## src/rtl/fifo_pack_writer_pkg.sv

```systemverilog
// Field layout shared by the FIFO write-side packer and the read-side unpacker.
// A packed word is {last, cnt_m1, lanes} with lane 0 at the LSBs.
package fifo_pack_pkg;

    localparam int DATA_LSB = 0;

    function automatic int calc_cw(input int ratio);
        return $clog2(ratio);
    endfunction

    function automatic int cnt_lsb(input int in_width, input int ratio);
        return in_width * ratio;
    endfunction

    function automatic int last_bit(input int in_width, input int ratio);
        return cnt_lsb(in_width, ratio) + calc_cw(ratio);
    endfunction

    function automatic int word_width(input int in_width, input int ratio);
        return last_bit(in_width, ratio) + 1;
    endfunction

endpackage

```

## src/rtl/fifo_pack_writer_if.sv

```systemverilog
// Byte-lane input stream plus FIFO write port of the packer.
// The master side owns the stream data and the FIFO almost-full.
interface fifo_pack_writer_if
    import fifo_pack_pkg::*;
#(
    parameter int IN_WIDTH = 8,
    parameter int RATIO    = 4
);
    localparam int WW = word_width(IN_WIDTH, RATIO);

    logic [IN_WIDTH-1:0] in_data;
    logic                in_valid;
    logic                in_last;
    logic                in_ready;
    logic                flush;
    logic [WW-1:0]       wr_data;
    logic                we;
    logic                full;

    modport master (
        output in_data, in_valid, in_last, flush, full,
        input  in_ready, wr_data, we
    );

    modport slave (
        input  in_data, in_valid, in_last, flush, full,
        output in_ready, wr_data, we
    );

endinterface

```

## src/rtl/fifo_pack_writer.sv

```systemverilog
// Gathers up to RATIO input lanes into one FIFO word; partial words leave on
// packet end, explicit flush or idle timeout.
module fifo_pack_writer
    import fifo_pack_pkg::*;
#(
    parameter int          IN_WIDTH = 8,
    parameter int          RATIO    = 4,
    parameter logic [15:0] TIMEOUT  = 16'd0
) (
    input  logic              clk,
    input  logic              reset_l,
    fifo_pack_writer_if.slave bus
);

    localparam int              CW        = calc_cw(RATIO);
    localparam int              DW        = RATIO * IN_WIDTH;
    localparam int              WW        = word_width(IN_WIDTH, RATIO);
    localparam int              LAST_BIT  = last_bit(IN_WIDTH, RATIO);
    localparam int              CNT_LSB   = cnt_lsb(IN_WIDTH, RATIO);
    localparam logic [CW-1:0]   LANE_MAX  = CW'(RATIO - 1);
    localparam logic [CW-1:0]   LANE_ZERO = {CW{1'b0}};

    logic [CW-1:0] lane_r;
    logic [DW-1:0] hold_r;
    logic [15:0]   timer_r;
    logic          flush_pend_r;
    logic          we_r;
    logic [WW-1:0] wr_data_r;

    logic          accept_s;
    logic          complete_s;
    logic          timeout_hit_s;
    logic          flush_req_s;
    logic          emit_s;
    logic          pend_next_s;
    logic [DW-1:0] lanes_s;
    logic [WW-1:0] word_s;

    // in_ready depends only on the FIFO's registered almost-full, never on in_valid.
    assign bus.in_ready = !bus.full;
    assign bus.we       = we_r;
    assign bus.wr_data  = wr_data_r;

    // Accept, completion and flush-emit decisions for this cycle.
    always_comb begin
        accept_s      = bus.in_valid && !bus.full;
        complete_s    = accept_s && ((lane_r == LANE_MAX) || bus.in_last);
        timeout_hit_s = (TIMEOUT != 16'd0) && (timer_r == TIMEOUT);
        flush_req_s   = flush_pend_r || bus.flush || timeout_hit_s;
        emit_s        = flush_req_s && (lane_r != LANE_ZERO) && !accept_s && !bus.full;
    end

    // Held lanes below the index, the incoming lane at the index, zeros above.
    always_comb begin
        lanes_s = {DW{1'b0}};
        for (int i = 0; i < RATIO; i++) begin
            if (CW'(i) < lane_r) begin
                lanes_s[i*IN_WIDTH +: IN_WIDTH] = hold_r[i*IN_WIDTH +: IN_WIDTH];
            end else if ((CW'(i) == lane_r) && accept_s) begin
                lanes_s[i*IN_WIDTH +: IN_WIDTH] = bus.in_data;
            end else begin
                lanes_s[i*IN_WIDTH +: IN_WIDTH] = {IN_WIDTH{1'b0}};
            end
        end
    end

    // Outgoing word: a completing accept counts itself, a flush counts held lanes only.
    always_comb begin
        word_s                  = {WW{1'b0}};
        word_s[DATA_LSB +: DW]  = lanes_s;
        if (complete_s) begin
            word_s[LAST_BIT]       = bus.in_last;
            word_s[CNT_LSB +: CW]  = lane_r;
        end else begin
            word_s[LAST_BIT]       = 1'b0;
            word_s[CNT_LSB +: CW]  = lane_r - CW'(1);
        end
    end

    // Pending flush: a completing word absorbs it; an empty word cancels it.
    always_comb begin
        pend_next_s = flush_pend_r;
        if (complete_s) begin
            pend_next_s = 1'b0;
        end else if (accept_s) begin
            pend_next_s = flush_pend_r || bus.flush;
        end else if (lane_r == LANE_ZERO) begin
            pend_next_s = 1'b0;
        end else if (emit_s) begin
            pend_next_s = 1'b0;
        end else begin
            pend_next_s = flush_pend_r || bus.flush;
        end
    end

    // Lane index, holding register, idle timer and pending-flush state.
    always_ff @(posedge clk or negedge reset_l) begin
        if (!reset_l) begin
            lane_r       <= LANE_ZERO;
            hold_r       <= {DW{1'b0}};
            timer_r      <= 16'd0;
            flush_pend_r <= 1'b0;
        end else begin
            flush_pend_r <= pend_next_s;
            if (complete_s || emit_s) begin
                lane_r  <= LANE_ZERO;
                hold_r  <= {DW{1'b0}};
                timer_r <= 16'd0;
            end else if (accept_s) begin
                lane_r  <= lane_r + CW'(1);
                hold_r  <= lanes_s;
                timer_r <= 16'd0;
            end else if ((lane_r != LANE_ZERO) && (timer_r != TIMEOUT)) begin
                timer_r <= timer_r + 16'd1;
            end else begin
                timer_r <= timer_r;
            end
        end
    end

    // Registered FIFO write port; wr_data keeps the last word between pulses.
    always_ff @(posedge clk or negedge reset_l) begin
        if (!reset_l) begin
            we_r      <= 1'b0;
            wr_data_r <= {WW{1'b0}};
        end else if (complete_s || emit_s) begin
            we_r      <= 1'b1;
            wr_data_r <= word_s;
        end else begin
            we_r      <= 1'b0;
        end
    end

endmodule

```

## src/flat_wrapper.sv

```systemverilog
// flat-port wrapper written by rule: the top's interface ports become plain ports
module fifo_pack_writer_flat import fifo_pack_pkg::*;
#(
    parameter int          IN_WIDTH = 8,
    parameter int          RATIO    = 4,
    parameter logic [15:0] TIMEOUT  = 16'd0
)
  (clk, reset_l, bus_in_data, bus_in_valid, bus_in_last, bus_flush, bus_full, bus_in_ready, bus_wr_data, bus_we);
  fifo_pack_writer_if #(.IN_WIDTH(IN_WIDTH), .RATIO(RATIO)) bus_i ();
  input  logic clk;
  input  logic reset_l;
  input wire logic [$bits(bus_i.in_data)-1:0] bus_in_data;
  input wire logic [$bits(bus_i.in_valid)-1:0] bus_in_valid;
  input wire logic [$bits(bus_i.in_last)-1:0] bus_in_last;
  input wire logic [$bits(bus_i.flush)-1:0] bus_flush;
  input wire logic [$bits(bus_i.full)-1:0] bus_full;
  output wire logic [$bits(bus_i.in_ready)-1:0] bus_in_ready;
  output wire logic [$bits(bus_i.wr_data)-1:0] bus_wr_data;
  output wire logic [$bits(bus_i.we)-1:0] bus_we;
  assign bus_i.in_data = bus_in_data;
  assign bus_i.in_valid = bus_in_valid;
  assign bus_i.in_last = bus_in_last;
  assign bus_i.flush = bus_flush;
  assign bus_i.full = bus_full;
  assign bus_in_ready = bus_i.in_ready;
  assign bus_wr_data = bus_i.wr_data;
  assign bus_we = bus_i.we;
  fifo_pack_writer #(.IN_WIDTH(IN_WIDTH), .RATIO(RATIO), .TIMEOUT(TIMEOUT)) u_core (.clk(clk), .reset_l(reset_l), .bus(bus_i));
endmodule
```

## config.mk

```make
export PLATFORM = sky130hd
export DESIGN_NAME = fifo_pack_writer_flat
export DESIGN_NICKNAME = d
export VERILOG_FILES = /design/src/rtl/fifo_pack_writer_pkg.sv /design/src/rtl/fifo_pack_writer_if.sv /design/src/rtl/fifo_pack_writer.sv /design/src/flat_wrapper.sv
export SDC_FILE = /design/constraint.sdc
export NUM_CORES = 1
export LEC_CHECK = 0
export ABC_AREA = 0
export CAP_MARGIN = 20
export CORE_UTILIZATION = 30
export DETAILED_ROUTE_END_ITERATION = 8
export GPL_TIMING_DRIVEN = 0
export PLACE_DENSITY = 0.62
export SLEW_MARGIN = 30
export SYNTH_ARGS = -nofsm -noshare
export SYNTH_HDL_FRONTEND = slang
export SYNTH_SLANG_ARGS = --single-unit
```

## constraint.sdc

```tcl
create_clock -name clk -period 2.04 [get_ports clk]
set_input_delay 0.408 -clock clk [delete_from_list [all_inputs] [get_ports clk]]
set_output_delay 0.408 -clock clk [all_outputs]
set_load 0.01 [all_outputs]
```

==> run summary, run 1 <==
Cell family with most CP delay = flip-flops
Die span in x = 101 microns
Max-slew headroom = 68.2%
Root buffer cell = clkbuf_8
Min cycle time layout = 1970 ps
First DRT Iteration DRCs = 87
Status = finished clean
Synthesized net count = 264
Max Clock Skew = 5.50 ps
Ys Warns = 0
Routability congestion estimate = 0.843
Clock latency on the worst-skew pair = 350 ps
Syn-to-layout area delta = 32.8%
First-pass GRT wire length = 11400 microns
Gr ovfl total = 0
Vias per cell = 4.65
Die Height = 101 microns
I/O Buffers = 50
Total of fill cells in the finished design = 878
Core Region = 0.00942 sq mm
CP required = 2280 ps
R2R cell count = 7
Post-Syn Instances = 246
Arrival @ worst endpoint = 2210 ps
Die ar. = 0.0103 sq mm
Dpl hpwl = 4900 microns
Post-synth top area share = 53.2%
Hold Vio Cnt, Final = 0
Antenna violations before repair = 0
ANT cells = 0
Clock slew at reported path FFs = 70 ps
Peak Freq = 507 MHz
RSZ-0062 raised after global routing = false
Max-slew violations = 0
Worst r2r dst = u_core.bus.wr_data[12]$_DFFE_PN0N_
Leakage power = 1.75 nW
Top Ports = 51
Overall power = 4.08 mW
Critical path's slowest cell = dfrtp_2
Starting Density = 31.5%
P per Cell Area = 1040 mW/mm^2
Number of global-route vias before repair = 2112
Maximum vdd drop = 0.405 mV
Critical path type = flop to flop
Async set or reset register ratio after synthesis = 100%
Final TNS setup = 0 ps
Gr usage total = 15.3%
Slew of the pin with the lowest slew margin = 477 ps
Post-synthesis sequential area ratio = 53.2%
Avg WL per Cell = 15.9 microns
Final period util = 96.6%
Max clock buf depth = 2
#FFs+latches synth = 63
R2r setup slk = 70 ps
Most used flip-flop cell after synthesis = dfrtp_1
Post-route ant nets = 0
Final Routed Wirelength = 7080 microns
Mapped Avg Cell Area = 12.0 sq um
Main area contributors after synthesis = dfrtp_1 53%, mux2_4 9.1%, a22o_1 5.6%
Worst Hold Class = input pin to asynchronous set/reset pin
Area leader, netlist = dfrtp_1
Unique masters post-synth = 38
Num Clock Sinks = 63
Final number of setup-violating endpoints = 0
Detailed Routing Iterations Pass 1 = 5
Crit path buffers/inverters = 3
Row count = 35
Cell Area, Synth = 0.00296 sq mm
Largest net degree at the start of global routing = 44
CP max FO = 10
Htree depth = 3
Crit path largest cell delay = 410 ps
CTS buffer count = 9
Via Count = 2071
Nets = 329
Critical path startpoint category = flop
Number of max-cap violations = 0
R2R Path Start = u_core.lane_r[1]$_DFFE_PN0P_
CTS tree = done
Crit-path cells = inv_1, ha_4, or3_4, o22a_4, inv_4, buf_12, mux2_4
Post-synth EDFFs = 0
CP endpoint kind = flop
Layout cells sized above 1 = 18.4%
Post-route DRC = 0
[stage by stage]
stage | util, % | setup slack, ps | hold slack (ps) | instance area [sq um] | instances
detailed placement | 38.8 | -268 | 312 | 3650 | 426
floorplan | - | 94.9 | 112 | 2960 | 246
finish | 41.8 | 69.0 | 486 | 3930 | 445
CTS | 41.6 | 8.74 | 481 | 3920 | 445
global placement | 38.5 | -1530 | 488 | 3620 | 425
global route | 41.8 | 14.9 | 500 | 3930 | 445
[state kept, by name, indices dropped and copies added (netlist names)]
name / flops
u_core.bus.we: 1
u_core.lane_r: 2
u_core.hold_r: 24
u_core.bus.wr_data: 35
u_core.flush_pend_r: 1
[what timing repair did]
action,CTS,global route
endpoints found under the hold margin,20,0
gates resized for setup,3,5
hold buffers,1,0
endpoints found under the setup margin,19,33
setup buffers,2,1
[synth_stat cells (2+ instances only)]
master / instances
a21oi_1: 16
a22o_1: 19
a22oi_1: 5
a32o_1: 9
and2_1: 9
and3b_1: 2
buf_1: 2
buf_12: 2
buf_2: 3
buf_4: 2
buf_6: 2
clkbuf_1: 6
dfrtp_1: 63
ha_1: 4
inv_1: 8
mux2_4: 18
mux2i_1: 5
nand2_1: 26
nand2b_1: 4
nor2_1: 4
nor2b_1: 9
nor3_1: 3
o211a_1: 3
o21a_1: 8
[power breakdown]
group	internal [mW]	switching [mW]	total [mW]
clock network	0.790	0.488	1.28
registers	1.49	0.140	1.63
logic	0.660	0.512	1.17
[per-layer routing]
layer	routed length, microns	share of wire, %	vias up	GRT usage [%]
met1	3390	48	1004	20.6
met5	0	0	-	0
met4	95	1.3	0	5.69
li1	-	-	1005	-
met3	331	4.7	9	4.62
met2	3270	46	53	23.3
[placed cells by master (no fill, tap or decap), drive strengths merged]
cell,synthesis,layout
dlygate4sd2,0,1
nand2,26,26
clkdlybuf4s50,0,48
inv,9,9
nor2b,9,9
and2b,1,1
o21a,8,8
or3,2,2
a22o,19,19
clkinv,1,2
o21ai,2,2
o211a,3,3
dlygate4sd3,0,1
nor3,3,3
a311o,1,1
nand3b,1,1
a21oi,16,16
a31oi,1,1
o22a,1,1
or2,1,1
nand2b,4,4
clkbuf,6,18
mux2,19,19
ha,4,4
bufinv,0,2
a32o,9,9
nor4b,1,1
mux2i,5,5
clkinvlp,0,1
and3b,2,2
a22oi,5,5
dfrtp,63,63
buf,11,15
nor2,4,4
and2,9,9
[layout make-up]
cell class | count | area, sq um | share of cell area, %
Buffer | 16 | 120 | 3.05
Inverter | 10 | 40.0 | 1.02
Clock buffer | 12 | 165 | 4.20
Multi-Input combinational cell | 156 | 1230 | 31.4
Clock inverter | 4 | 76.3 | 1.94
Sequential cell | 63 | 1580 | 40.1
Tap cell | 129 | 161 | 4.10
Timing Repair Buffer | 55 | 557 | 14.2
[kinds of logic (layout without fill, tap and decap cells)]
group	Yosys count	count (layout)	synth area share, %
compound gates	65	65	17.2
fa+ha+maj	4	4	1.69
mux	24	24	11.2
flops	63	63	53.2
simple gates	63	63	11.2
buf+inv	27	97	5.49
[worst max path at each step]
stage                            startpoint                            endpoint  slack [ps]  cells after the start
6_report       u_core.lane_r[1]$_DFFE_PN0P_  u_core.bus.wr_data[12]$_DFFE_PN0N_          70                      7
3_3_place_gp                        reset_l  u_core.bus.wr_data[14]$_DFFE_PN0N_       -1530                      1
5_1_grt        u_core.lane_r[1]$_DFFE_PN0P_   u_core.bus.wr_data[7]$_DFFE_PN0N_          10                      7
2_1_floorplan  u_core.lane_r[0]$_DFFE_PN0P_   u_core.bus.wr_data[0]$_DFFE_PN0N_          90                      7
3_5_place_dp                       bus_full   u_core.bus.wr_data[2]$_DFFE_PN0N_        -270                      6
4_1_cts        u_core.lane_r[1]$_DFFE_PN0P_  u_core.bus.wr_data[32]$_DFFE_PN0N_           9                      5
Note: power is estimated with default switching activity, not from simulation.
==> run 2, diff against run 1 <==
- HOLD_SLACK_MARGIN: default -> 0.05
- MAX_ROUTING_LAYER: default -> met4
- REMOVE_ABC_BUFFERS: default -> 1
==> run 2 against run 1 <==
Against the previous run:
- non-clock buffer count shrank 13
- combinational power about the same
- clock skew up 3.6 ps
- critical endpoint is now u_core.bus.wr_data[19]$_DFFE_PN0N_
==> run summary, run 2 (synthesis results as in run 1) <==
Final number of setup-violating endpoints = 0
Global Route met2 Usage = 23.1%
Max clock buf depth = 2
Critical path startpoint category = flop
Max reg flops = 35
ANT cells = 0
Cell family with most CP delay = buffers and inverters
Hold Vio Cnt, Final = 0
Max Clock Skew = 9.08 ps
Core Region = 0.00942 sq mm
Max-slew headroom = 62.1%
Post-route ant nets = 0
Arrival @ worst endpoint = 2200 ps
Most Crowded Layer GR = met2
Gr usage total = 15.4%
Finished Cell Area = 0.00389 sq mm
Layout cells sized above 1 = 18.6%
CP required = 2250 ps
Setup WS post-layout = 51.6 ps
Met1 Use GR = 20.4%
Starting Density = 31.5%
Row count = 35
I/O Buffers = 50
Crit path buffers/inverters = 3
CP max FO = 20
Avg WL per Cell = 16.5 microns
WHS = 509 ps
Dpl hpwl = 4260 microns
Critical path's slowest cell = dfrtp_1
Die span in x = 101 microns
CTS buffer count = 9
Detailed Routing Iterations Pass 1 = 4
CP endpoint kind = flop
Placed cell area = 0.00353 sq mm
Clock slew at reported path FFs = 70 ps
Final Routed Wirelength = 7180 microns
Min cycle time layout = 1990 ps
Crit-path cells = buf_4, ha_4, nor2_2, o22a_4, buf_4, clkinv_8, mux2i_1
Syn-to-layout area delta = 31.5%
Layout Utilization = 41.4%
Leakage power = 1.73 nW
Via Count = 2145
Status = finished clean
Root buffer cell = clkbuf_8
Place WS = -1170 ps
Total of fill cells in the finished design = 891
Post-route DRC = 0
Crit path largest cell delay = 400 ps
Commonest non-fill, non-tap cell in the layout = dfrtp_1
Vias per cell = 4.92
Antenna violations before repair = 0
Slew of the pin with the lowest slew margin = 566 ps
Die ar. = 0.0103 sq mm
Nets = 320
Max-slew violations = 0
Largest net degree at the start of global routing = 45
Critical path type = flop to flop
Final period util = 97.5%
Die Height = 101 microns
P per Cell Area = 1020 mW/mm^2
Htree depth = 3
Peak Freq = 503 MHz
Num Clock Sinks = 63
First-pass GRT wire length = 11600 microns
Most frequent cells in the layout = 62 x dfrtp_1, 48 x clkdlybuf4s50_1, 26 x nand2_1
Overall power = 3.96 mW
Clock latency on the worst-skew pair = 340 ps
Number of global-route vias before repair = 2163
Grt met3 use = 3.80%
Number of max-cap violations = 0
Top Ports = 51
Maximum vdd drop = 0.327 mV
CTS tree = done
Routability congestion estimate = 0.857
First DRT Iteration DRCs = 118
Worst Hold Class = input pin to asynchronous set/reset pin
Gr ovfl total = 0
Critical Path Most Common Cell = buf_4
## run 2: changes by cell type in the layout (fill, tap and decap cells not counted), moves of 2 or more
cell      change
clkinv_2      +2
buf_2         -3
buf_12        -2
clkbuf_1      -4
## run 2: layer usage
metal	up-vias	wire, microns
met5	-	0
met4	0	89
met3	10	392
met2	64	3410
met1	1073	3280
li1	998	-
## run 2: through the flow
| step | std cells | TNS, ps |
|---|---|---|
| finish | 436 | 0 |
| global route | 436 | -64.7 |
| CTS | 434 | 0 |
| detailed placement | 409 | -49660 |
| global placement | 408 | -145380 |
| floorplan | 229 | -3080 |
## run 2: worst register-to-register path, delay by kind of cell, from the launching register on
| kind | cells | cell delay (ps) |
|---|---|---|
| buffers and inverters | 3 | 470 |
| AOI/OAI and AO/OA | 1 | 320 |
| muxes | 1 | 120 |
| adders and majority gates | 1 | 230 |
| and+or+nand+nor | 1 | 320 |
| DFF | 1 | 400 |
## run 2: path summary, 6_finish.rpt
| check | depth (start not counted) | slack, ps | endpoint | from |
|---|---|---|---|---|
| max reg2reg | 7 | 50 | u_core.bus.wr_data[19]$_DFFE_PN0N_ | u_core.lane_r[0]$_DFFE_PN0P_ |
| min | 2 | 510 | u_core.bus.wr_data[33]$_DFFE_PN0N_ | reset_l |
| max | 7 | 50 | u_core.bus.wr_data[19]$_DFFE_PN0N_ | u_core.lane_r[0]$_DFFE_PN0P_ |
| min in group clk | 1 | 510 | u_core.bus.wr_data[1]$_DFFE_PN0N_ | u_core.bus.wr_data[1]$_DFFE_PN0N_ |
| max in group asynchronous | 3 | 1030 | u_core.hold_r[15]$_DFFE_PN0P_ | reset_l |
| min reg2reg | 1 | 510 | u_core.bus.wr_data[1]$_DFFE_PN0N_ | u_core.bus.wr_data[1]$_DFFE_PN0N_ |
## run 2: layout make-up
class / instances / area (sq um) / area share (%)
flip-flops and latches: 63 / 1580 / 40.5
inverters: 10 / 53.8 / 1.38
well taps: 129 / 161 / 4.14
clock inverters: 3 / 40.0 / 1.03
clock buffers: 13 / 169 / 4.34
repair buffers: 58 / 587 / 15.1
multi-input cells: 157 / 1270 / 32.6
repair inverters: 3 / 36.3 / 0.932
## run 2: power by group
group          internal [mW]  switching (mW)  total (mW)  leakage (nW)
Sequential              1.49           0.141        1.63         0.848
Clock                  0.661           0.479        1.14         0.109
Combinational          0.649           0.539        1.19         0.771
Total                   2.80            1.16        3.96          1.73
## run 2: what timing repair did
action                                 CTS  global route
gates resized for setup                 12             7
gates cloned                             3             1
hold buffers                             1             0
endpoints found under the hold margin   19             0
setup endpoints to repair               60            42
buffers inserted                         5             1
